## config.mk

```make
export PLATFORM = sky130hd
export DESIGN_NAME = branch_predict_unit
export DESIGN_NICKNAME = d
export VERILOG_FILES = /design/src/rtl/ctrl_encode_def_pkg.sv /design/src/rtl/sat_counter2.sv /design/src/rtl/branch_predict_unit.sv
export SDC_FILE = /design/constraint.sdc
export NUM_CORES = 1
export LEC_CHECK = 0
export ABC_CLOCK_PERIOD_IN_PS = 6700
export BUFFER_PORTS_ARGS = -buffer_cell sky130_fd_sc_hd__buf_2
export CORE_ASPECT_RATIO = 1.2
export CORE_MARGIN = 2
export CORE_UTILIZATION = 60
export DETAILED_ROUTE_END_ITERATION = 10
export PLACE_DENSITY = 0.82
export SKIP_LAST_GASP = 1
export SLEW_MARGIN = 20
export SYNTH_ARGS = -nofsm -noshare
export SYNTH_HDL_FRONTEND = slang
export SYNTH_SLANG_ARGS = --single-unit
export TNS_END_PERCENT = 1
```

## constraint.sdc

```tcl
create_clock -name clk -period 6.7 [get_ports clk]
set_clock_uncertainty 0.1 [all_clocks]
set_input_delay 0.335 -clock clk [delete_from_list [all_inputs] [get_ports clk]]
set_output_delay 0.335 -clock clk [all_outputs]
set_load 0.005 [all_outputs]
```

## src/rtl/ctrl_encode_def_pkg.sv

```systemverilog
// ctrl_encode_def -- shared control encodings used by the fetch/execute
// redirect logic.
//   NPC type (carried down with each instruction):
//     NPC_PLUS4  sequential, NPC_BRANCH conditional branch, NPC_JUMP jump.
//     The fourth code is unused and treated like NPC_PLUS4.
//   next_sel (selects the next fetch PC):
//     NSEL_FETCH   follow the fetch stage's own choice
//     NSEL_PRED_OK prediction was right, keep going
//     NSEL_PC4     redirect to ex_pc + 4
//     NSEL_TARGET  redirect to the branch/jump target
package ctrl_encode_def;

    localparam logic [1:0] NPC_PLUS4  = 2'b00;
    localparam logic [1:0] NPC_BRANCH = 2'b01;
    localparam logic [1:0] NPC_JUMP   = 2'b10;

    localparam logic [1:0] NSEL_FETCH   = 2'b00;
    localparam logic [1:0] NSEL_PRED_OK = 2'b01;
    localparam logic [1:0] NSEL_PC4     = 2'b10;
    localparam logic [1:0] NSEL_TARGET  = 2'b11;

    // 2-bit saturating counter states
    localparam logic [1:0] CNT_STRONG_NT = 2'b00;
    localparam logic [1:0] CNT_WEAK_NT   = 2'b01;
    localparam logic [1:0] CNT_WEAK_T    = 2'b10;
    localparam logic [1:0] CNT_STRONG_T  = 2'b11;

endpackage

```

## src/rtl/sat_counter2.sv

```systemverilog
// sat_counter2 -- next-state function of a 2-bit saturating counter.
//   cnt      in  2  current counter value
//   taken    in  1  outcome: 1 counts up, 0 counts down
//   cnt_next out 2  updated value, clamped to 00..11
module sat_counter2
    import ctrl_encode_def::*;
(
    input  logic [1:0] cnt,
    input  logic       taken,
    output logic [1:0] cnt_next
);

    always_comb begin
        cnt_next = cnt;
        if (taken) begin
            if (cnt != CNT_STRONG_T)
                cnt_next = cnt + 2'd1;
        end else begin
            if (cnt != CNT_STRONG_NT)
                cnt_next = cnt - 2'd1;
        end
    end

endmodule

```

## src/rtl/branch_predict_unit.sv

```systemverilog
// branch_predict_unit -- bimodal branch predictor with EX-stage resolution.
//   clk, rst        clock, synchronous active-high reset
//   if_pc           fetch PC to predict
//   pred_taken      prediction for if_pc (combinational, from the table)
//   ex_valid/stall  EX stage occupancy / freeze
//   ex_npctype      NPC type of the EX instruction
//   ex_zero         branch actually taken
//   ex_pc           PC of the EX instruction (selects the entry to train)
//   ex_pred_taken   prediction that travelled with the EX instruction
//   next_sel, flush redirect decision (combinational)
//   branch_cnt      resolved branches, saturating
//   mispred_cnt     mispredicted branches, saturating
module branch_predict_unit
    import ctrl_encode_def::*;
#(
    parameter int IDX_W  = 6,
    parameter int PC_W   = 32,
    parameter int STAT_W = 16
) (
    input  logic              clk,
    input  logic              rst,
    input  logic [PC_W-1:0]   if_pc,
    output logic              pred_taken,
    input  logic              ex_valid,
    input  logic              ex_stall,
    input  logic [1:0]        ex_npctype,
    input  logic              ex_zero,
    input  logic [PC_W-1:0]   ex_pc,
    input  logic              ex_pred_taken,
    output logic [1:0]        next_sel,
    output logic              flush,
    output logic [STAT_W-1:0] branch_cnt,
    output logic [STAT_W-1:0] mispred_cnt
);

    localparam int ENTRIES = 1 << IDX_W;

    // Flop array so that a single reset cycle clears every entry.
    logic [1:0] bht [ENTRIES];

    logic [IDX_W-1:0] rd_idx;
    logic [IDX_W-1:0] wr_idx;
    logic [1:0]       wr_cur;
    logic [1:0]       wr_next;
    logic             resolve;
    logic             is_branch;

    assign rd_idx  = if_pc[IDX_W+1:2];
    assign wr_idx  = ex_pc[IDX_W+1:2];
    assign wr_cur  = bht[wr_idx];

    // Read straight from the array: a same-cycle update to this index is
    // not bypassed, the new value shows up one cycle later.
    assign pred_taken = bht[rd_idx][1];

    assign resolve   = ex_valid && !ex_stall;
    assign is_branch = resolve && (ex_npctype == NPC_BRANCH);

    always_comb begin
        next_sel = NSEL_FETCH;
        flush    = 1'b0;
        if (resolve) begin
            case (ex_npctype)
                NPC_BRANCH: begin
                    if (ex_zero == ex_pred_taken) begin
                        next_sel = NSEL_PRED_OK;
                    end else if (ex_zero) begin
                        next_sel = NSEL_TARGET;
                        flush    = 1'b1;
                    end else begin
                        next_sel = NSEL_PC4;
                        flush    = 1'b1;
                    end
                end
                NPC_JUMP: begin
                    next_sel = NSEL_TARGET;
                    flush    = 1'b1;
                end
                default: begin
                    next_sel = NSEL_FETCH;
                    flush    = 1'b0;
                end
            endcase
        end
    end

    sat_counter2 u_sat (
        .cnt      (wr_cur),
        .taken    (ex_zero),
        .cnt_next (wr_next)
    );

    always_ff @(posedge clk) begin
        if (rst) begin
            for (int i = 0; i < ENTRIES; i++)
                bht[i] <= CNT_WEAK_NT;
            branch_cnt  <= '0;
            mispred_cnt <= '0;
        end else if (is_branch) begin
            bht[wr_idx] <= wr_next;
            if (branch_cnt != {STAT_W{1'b1}})
                branch_cnt <= branch_cnt + 1'b1;
            // On a branch, flush is exactly the misprediction condition.
            if (flush && (mispred_cnt != {STAT_W{1'b1}}))
                mispred_cnt <= mispred_cnt + 1'b1;
        end
    end

endmodule
```

==> results_dict.tcl, run 1 <==
set metrics [dict create \
    root_buffer "clkbuf_16" \
    drcViolationCount 0 \
    dp_hpwl_um 15720 \
    cts_sinks 160 \
    dieArea_um2 16160 \
    synth-main-ff-cell "edfxtp_1" \
    postCtsHoldBufs 0 \
    powerDensity_nw_per_um2 245.5 \
    drive_above_1_share_pct 22.22 \
    synth_nets 905 \
    grt_max_degree 100 \
    min_period_ns 4.443 \
    drt_pass1_iterations 6 \
    reg2reg_depth 8 \
    hp-class "in2reg" \
    finalSetupViolCount 0 \
    syn_avg_cell_area_um2 10.98 \
    seqCellArea_um2 4484 \
    grt_pass1_wl_um 37180 \
    syn_inst 828 \
    status "finished, final reports clean" \
    slew_headroom_pct 28.63 \
    via_per_inst 6.616 \
    finalSetupTns_ns 0 \
    crit_arrival_ns 4.47 \
    cts_buffers 17 \
    diodes 0 \
    synthArstFlopShare_pct 0 \
    drt-initial-drc-count 880 \
    holdPathEnd "bht[24][0]$_SDFFCE_PN1P_" \
    endpoint_kind "register" \
    reg2reg_slack_ns 2.89 \
    routabilityCongestion 0.9233 \
    hold_viol 0 \
    yosysWarnings 0 \
    critical_path_peak_fanout 44 \
    reg2reg_from "bht[62][0]$_SDFFCE_PN1P_" \
    rows 49 \
    routed_wl_um 23790 \
    post_cts_buffers 0 \
    die-width_um 116.4 \
    holdWs_ns 0.3726 \
    placed_area_um2 9355 \
    grt_overflow 0 \
    synth_enable_flop_cells 128 \
    finalCritPeriodShare_pct 66.32 \
    worstMarginPinSlew_ns 1.068 \
    ant_nets 0 \
    fin_area_um2 10020 \
    fmax_mhz 225.1 \
    grt_usage_pct 30.41 \
    antenna_found_initial 0 \
    area_delta_synth_final_pct 10.18 \
    port-buffer-count 55 \
    fin_total_pwr_uw 2460 \
    vias 7006 \
    cts_tree "done" \
    clkTransAtPathRegs_ns 0.06 \
    die_h_um 138.9 \
    syn_area_um2 9094 \
    r2r_end "bht[3][1]$_SDFFCE_PN0P_" \
    grt_pass1_vias 7142 \
    multi_input_area_um2 4254 \
    ys_ff_latch 160 \
    critical_path_class "in2reg" \
    peakVddDrop_mv 0.1790 \
    cap_violations 0 \
    cp.required_ns 6.73 \
    utilization_pct 67.25 \
    leakagePower_uw 0.003389 \
    cp-start-kind "primary input" \
    min_path_cells 4 \
    yosysSeqAreaShare_pct 49.31 \
    nets 919 \
    fillers 1087 \
    num_io_pins 108 \
    grt_setup_unrepaired "false" \
    cts_resized 0 \
    wl_per_cell_um 22.46 \
    clk_latency_ns 0.44 \
    maxSlewViolCount 0 \
    htree_levels 4 \
    core_um2 14900 \
    min_from "ex_pc[5]" \
    yosysUniqueCellTypes 67 \
    clockBufferDepth 2 \
    initial_utilization_pct 61.04 \
]
-- cell usage in the layout (no fill, tap or decap), types with 6 or more instances in the layout --
| cell | netlist | routed |
|---|---|---|
| a211oi_1 | 9 | 9 |
| a21boi_0 | 7 | 7 |
| a21boi_2 | 23 | 23 |
| a21oi_1 | 40 | 40 |
| a22oi_1 | 14 | 14 |
| buf_2 | 12 | 55 |
| buf_4 | 1 | 7 |
| bufinv_16 | 0 | 6 |
| clkbuf_16 | 0 | 17 |
| dfxtp_1 | 32 | 32 |
| edfxtp_1 | 128 | 128 |
| inv_1 | 8 | 8 |
| mux2_2 | 6 | 6 |
| mux2i_1 | 23 | 23 |
| mux4_1 | 6 | 6 |
| mux4_2 | 21 | 21 |
| nand2_1 | 54 | 54 |
| nand2b_1 | 31 | 31 |
| nand3_1 | 15 | 15 |
| nand4_1 | 11 | 11 |
| nor2_1 | 83 | 83 |
| nor2b_1 | 9 | 9 |
| nor3_1 | 10 | 10 |
| o211ai_1 | 10 | 10 |
| o21ai_0 | 45 | 45 |
| o21bai_1 | 31 | 31 |
| o22ai_1 | 8 | 8 |
| or2_2 | 35 | 35 |
| or3_1 | 8 | 8 |
| xnor2_1 | 11 | 11 |
| xor2_1 | 12 | 12 |
-- layout make-up --
| cell class | count | share of cell area [%] |
|---|---|---|
| multi-input cells | 592 | 42.46 |
| clock buffers | 17 | 4.246 |
| repair buffers | 62 | 3.272 |
| well taps | 204 | 2.547 |
| flip-flops and latches | 160 | 44.76 |
| inverters | 9 | 0.3372 |
| clock inverters | 15 | 2.385 |
-- state kept, by name, indices dropped and copies added, names as in the netlist --
signal       flops
mispred_cnt     16
bht            128
branch_cnt      16
-- how the worst max path moves through the flow --
stage                        start                 endpoint  slack, ns  cells after the start
after floorplan           if_pc[2]               pred_taken       3.52                      5
after global placement    ex_pc[2]  bht[0][1]$_SDFFCE_PN0P_       2.07                      9
after detailed placement  ex_pc[2]  bht[3][1]$_SDFFCE_PN0P_       1.98                      9
after CTS                 ex_pc[2]  bht[3][1]$_SDFFCE_PN0P_       2.47                      9
after global routing      ex_pc[2]  bht[3][1]$_SDFFCE_PN0P_       2.20                      9
final                     ex_pc[2]  bht[3][1]$_SDFFCE_PN0P_       2.26                      9
-- synthesized netlist by cell type, types with 3 or more instances --
cell	n	area, um^2
nand2b_1	31	193.9
nor2b_1	9	56.30
dfxtp_1	32	640.6
or2_2	35	219.0
a21boi_0	7	52.55
buf_2	12	60.06
a22oi_1	14	105.1
nand3_1	15	75.07
and4_1	5	43.79
mux2i_1	23	230.2
a21boi_1	3	22.52
nand3b_1	5	37.54
edfxtp_1	128	3844
clkbuf_1	43	161.4
nand2_1	54	202.7
o21bai_1	31	232.7
a21oi_2	5	43.79
o21a_1	4	30.03
a211oi_1	9	67.56
o211ai_1	10	75.07
xnor2_1	11	96.34
or3_1	8	50.05
o21ai_0	45	225.2
buf_6	8	90.09
mux2_2	6	67.56
nor2_1	83	311.6
mux4_1	6	157.7
inv_1	8	30.03
ha_1	5	62.56
nor3_1	10	50.05
mux4_2	21	473.0
nand4_1	11	68.82
xor2_1	12	105.1
and2_1	4	25.02
a21oi_1	40	200.2
and3_1	5	31.28
o22ai_1	8	50.05
a21boi_2	23	259.0
a221oi_1	5	43.79
-- routing by layer --
layer	track usage, %	share of wire, %	vias to the layer above
li1	-	-	3121
met1	36.07	36	3373
met2	48.99	50	407
met3	8.654	9.6	105
met4	17.54	4.5	0
met5	0	0	-
-- cell families after synthesis --
| family | count (synthesis) | share of synthesized area (%) |
|---|---|---|
| AOI/OAI and AO/OA | 220 | 17.21 |
| xor gates and xnor gates | 23 | 2.215 |
| adders and majority gates | 5 | 0.6879 |
| buffers and inverters | 76 | 4.169 |
| DFF | 160 | 49.31 |
| muxes | 56 | 10.21 |
| and+or+nand+nor | 288 | 16.19 |
-- worst max-delay path, cell delays in order --
cell and delay [ns]:
buf_2 0.76, nor2b_1 0.42, a221oi_1 0.40, a21oi_1 0.09, o21a_1 0.26, or4b_1 0.63
o21ai_4 0.62, buf_4 0.66, a21boi_0 0.24
-- stage by stage --
step,setup slack [ns],cells
floorplan,3.518,828
global placement,2.066,1027
detailed placement,1.978,1027
CTS,2.473,1059
global route,2.195,1059
finish,2.257,1059
-- report_power, final --
group          switching, uW  internal [uW]  leakage, uW  total, uW
Sequential              11.3           1090      0.00140       1100
Combinational            187           77.3      0.00166        264
Clock                    399            697     0.000325       1100
Power figures use the tool's default switching activity.
==> run 2, diff against run 1 <==
--- a/config.mk
+++ b/config.mk
@@ -5,13 +5,13 @@
 export SDC_FILE = /design/constraint.sdc
 export NUM_CORES = 1
 export LEC_CHECK = 0
-export ABC_CLOCK_PERIOD_IN_PS = 6700
+export ABC_CLOCK_PERIOD_IN_PS = 4300
 export BUFFER_PORTS_ARGS = -buffer_cell sky130_fd_sc_hd__buf_2
 export CORE_ASPECT_RATIO = 1.2
 export CORE_MARGIN = 2
-export CORE_UTILIZATION = 60
+export CORE_UTILIZATION = 59
 export DETAILED_ROUTE_END_ITERATION = 10
-export PLACE_DENSITY = 0.82
+export PLACE_DENSITY = 0.81
 export SKIP_LAST_GASP = 1
 export SLEW_MARGIN = 20
 export SYNTH_ARGS = -nofsm -noshare
==> constraint.sdc (replaced) <==
create_clock -name clk -period 4.3 [get_ports clk]
set_clock_uncertainty 0.1 [all_clocks]
set_input_delay 0.215 -clock clk [delete_from_list [all_inputs] [get_ports clk]]
set_output_delay 0.215 -clock clk [all_outputs]
set_load 0.005 [all_outputs]
==> run 2 against run 1 <==
Against the previous run:
- clock power is 45% higher
- global-route usage is 0.49 points lower
- sequential share of layout area is 0.31 points lower
- clock-buffer cell count is 1 higher
- final cell count is 1.1% higher
- via count is 1.7% higher
- non-clock buffer count is 12 higher
- utilization is 0.083 points lower
==> results_dict.tcl, run 2 (synthesis results as in run 1) <==
set metrics [dict create \
    status "finished, final reports clean" \
    die-width_um 117.3 \
    layout_common_cells "128 x edfxtp_1, 83 x nor2_1, 55 x buf_2, 54 x nand2_1, 45 x o21ai_0" \
    min_from "rst" \
    layout_commonest_cell "edfxtp_1" \
    drt-initial-drc-count 899 \
    core_um2 15020 \
    clkTransAtPathRegs_ns 0.06 \
    r2r_end "bht[24][0]$_SDFFCE_PN1P_" \
    dp_hpwl_um 16050 \
    min_path_cells 2 \
    grt_pass1_wl_um 38030 \
    drive_above_1_share_pct 23.18 \
    clk_latency_ns 0.43 \
    maxSlewViolCount 0 \
    htree_levels 4 \
    routed_wl_um 23770 \
    worstPathCellList "buf_2 -> buf_4 -> nor2b_1 -> a221oi_1 -> a21oi_1 -> o21a_1 -> nor4b_1 -> a21oi_4 -> buf_4 -> o211ai_1" \
    crit_path_top_delay_cell "a21oi_4" \
    grt_pass1_vias 7003 \
    reg2reg_depth 8 \
    largest_register_ffs 128 \
    via_per_inst 6.650 \
    seqCellArea_um2 4484 \
    cpPeakStageDelay_ns 0.67 \
    die_h_um 140 \
    clockBufferDepth 2 \
    placed_area_um2 9470 \
    num_io_pins 108 \
    reg2reg_slack_ns 0.98 \
    min_period_ns 3.427 \
    fmax_mhz 291.8 \
    antenna_found_initial 0 \
    postCtsHoldBufs 0 \
    finalSetupTns_ns 0 \
    diodes 0 \
    largestRegisters "bht x128, branch_cnt x16, mispred_cnt x16" \
    hold_viol 0 \
    root_buffer "clkbuf_16" \
    drcViolationCount 0 \
    nets 931 \
    critical_path_class "in2reg" \
    vias 7122 \
    grt_busiest_layer "met2" \
    crit_top_cell "buf_4" \
    post_cts_buffers 0 \
    largest_register "bht" \
    grt_use_met3_pct 7.329 \
    cap_violations 0 \
    fillers 1092 \
    ant_nets 0 \
    grt_setup_unrepaired "false" \
    initial_utilization_pct 60.54 \
    area_delta_synth_final_pct 10.95 \
    cts_tree "done" \
    grt_usage_pct 29.92 \
    hp-class "in2reg" \
    path_delay_family "compound AO/OA/AOI/OAI gates" \
    cts_sinks 160 \
    port-buffer-count 55 \
    worstMarginPinSlew_ns 0.9904 \
    cp-start-kind "primary input" \
    finalSetupViolCount 0 \
    grt_max_degree 95 \
    holdPathEnd "bht[21][0]$_SDFFCE_PN1P_" \
    endpoint_kind "register" \
    cp_num_buf_inv 3 \
    critical_path_cell_count 10 \
    reg2reg_from "bht[62][0]$_SDFFCE_PN1P_" \
    cts_buffers 17 \
    drt_pass1_iterations 5 \
    powerDensity_nw_per_um2 370.4 \
    routabilityCongestion 0.9961 \
    slew_headroom_pct 33.04 \
    multi_input_area_um2 4254 \
    cts_resized 0 \
    finalCritPeriodShare_pct 79.70 \
    wl_per_cell_um 22.20 \
    rows 49 \
    fin_area_um2 10090 \
    gr-usage-met1_pct 36.51 \
    grt_overflow 0 \
    critical_path_peak_fanout 23 \
    leakagePower_uw 0.003423 \
    grtUsageMet2_pct 49.80 \
    peakVddDrop_mv 0.2902 \
    cp.required_ns 4.33 \
    crit_arrival_ns 3.46 \
    dieArea_um2 16430 \
]
-- run 2: cell count changes in the layout (fill, tap and decap cells not counted), sizes merged --
cell,previous run,this run
buf,62,74
bufinv,6,4
clkbuf,17,18
clkinv,7,6
clkinvlp,1,4
inv,10,9
-- run 2: routing by layer --
metal  share of wire, %  wire length (um)  up-vias
li1                   -                 -     3148
met1                 36              8620     3413
met2                 49             11680      469
met3                9.9              2343       92
met4                4.8              1130        0
met5                  0                 0        -
-- run 2: worst max-delay path by stage --
stage	to	start	slack [ns]
global route	bht[24][0]$_SDFFCE_PN1P_	ex_pc[4]	0.73
CTS	bht[24][0]$_SDFFCE_PN1P_	bht[62][0]$_SDFFCE_PN1P_	0.99
detailed placement	bht[50][0]$_SDFFCE_PN1P_	ex_pc[4]	0.60
global placement	bht[24][0]$_SDFFCE_PN1P_	ex_pc[4]	0.69
finish	bht[24][0]$_SDFFCE_PN1P_	ex_pc[4]	0.87
floorplan	pred_taken	if_pc[2]	1.36
-- run 2: area by class of cell --
class	count	area share, %
flip-flops and latches	160	44.44
multi-input cells	592	42.16
repair buffers	74	4.390
clock buffers	18	4.253
well taps	204	2.530
clock inverters	14	1.885
inverters	9	0.3348
-- run 2: through the flow --
stage	hold WS (ns)	total power [uW]	util [%]	std cells	setup slack, ns
after floorplan	0.3829	2038	-	828	1.358
after global placement	0.3739	2159	63.05	1039	0.6911
after detailed placement	0.3881	2170	63.05	1039	0.5992
after CTS	0.1279	3736	67.17	1071	0.9937
after global routing	0.1593	3836	67.17	1071	0.7303
final	0.1371	3737	67.17	1071	0.8728
-- run 2: power breakdown --
group | internal (uW) | leakage (uW) | switching [uW]
combinational | 141 | 0.00173 | 297
sequential | 1700 | 0.00140 | 17.8
clock | 969 | 0.000290 | 618
total | 2810 | 0.00342 | 932
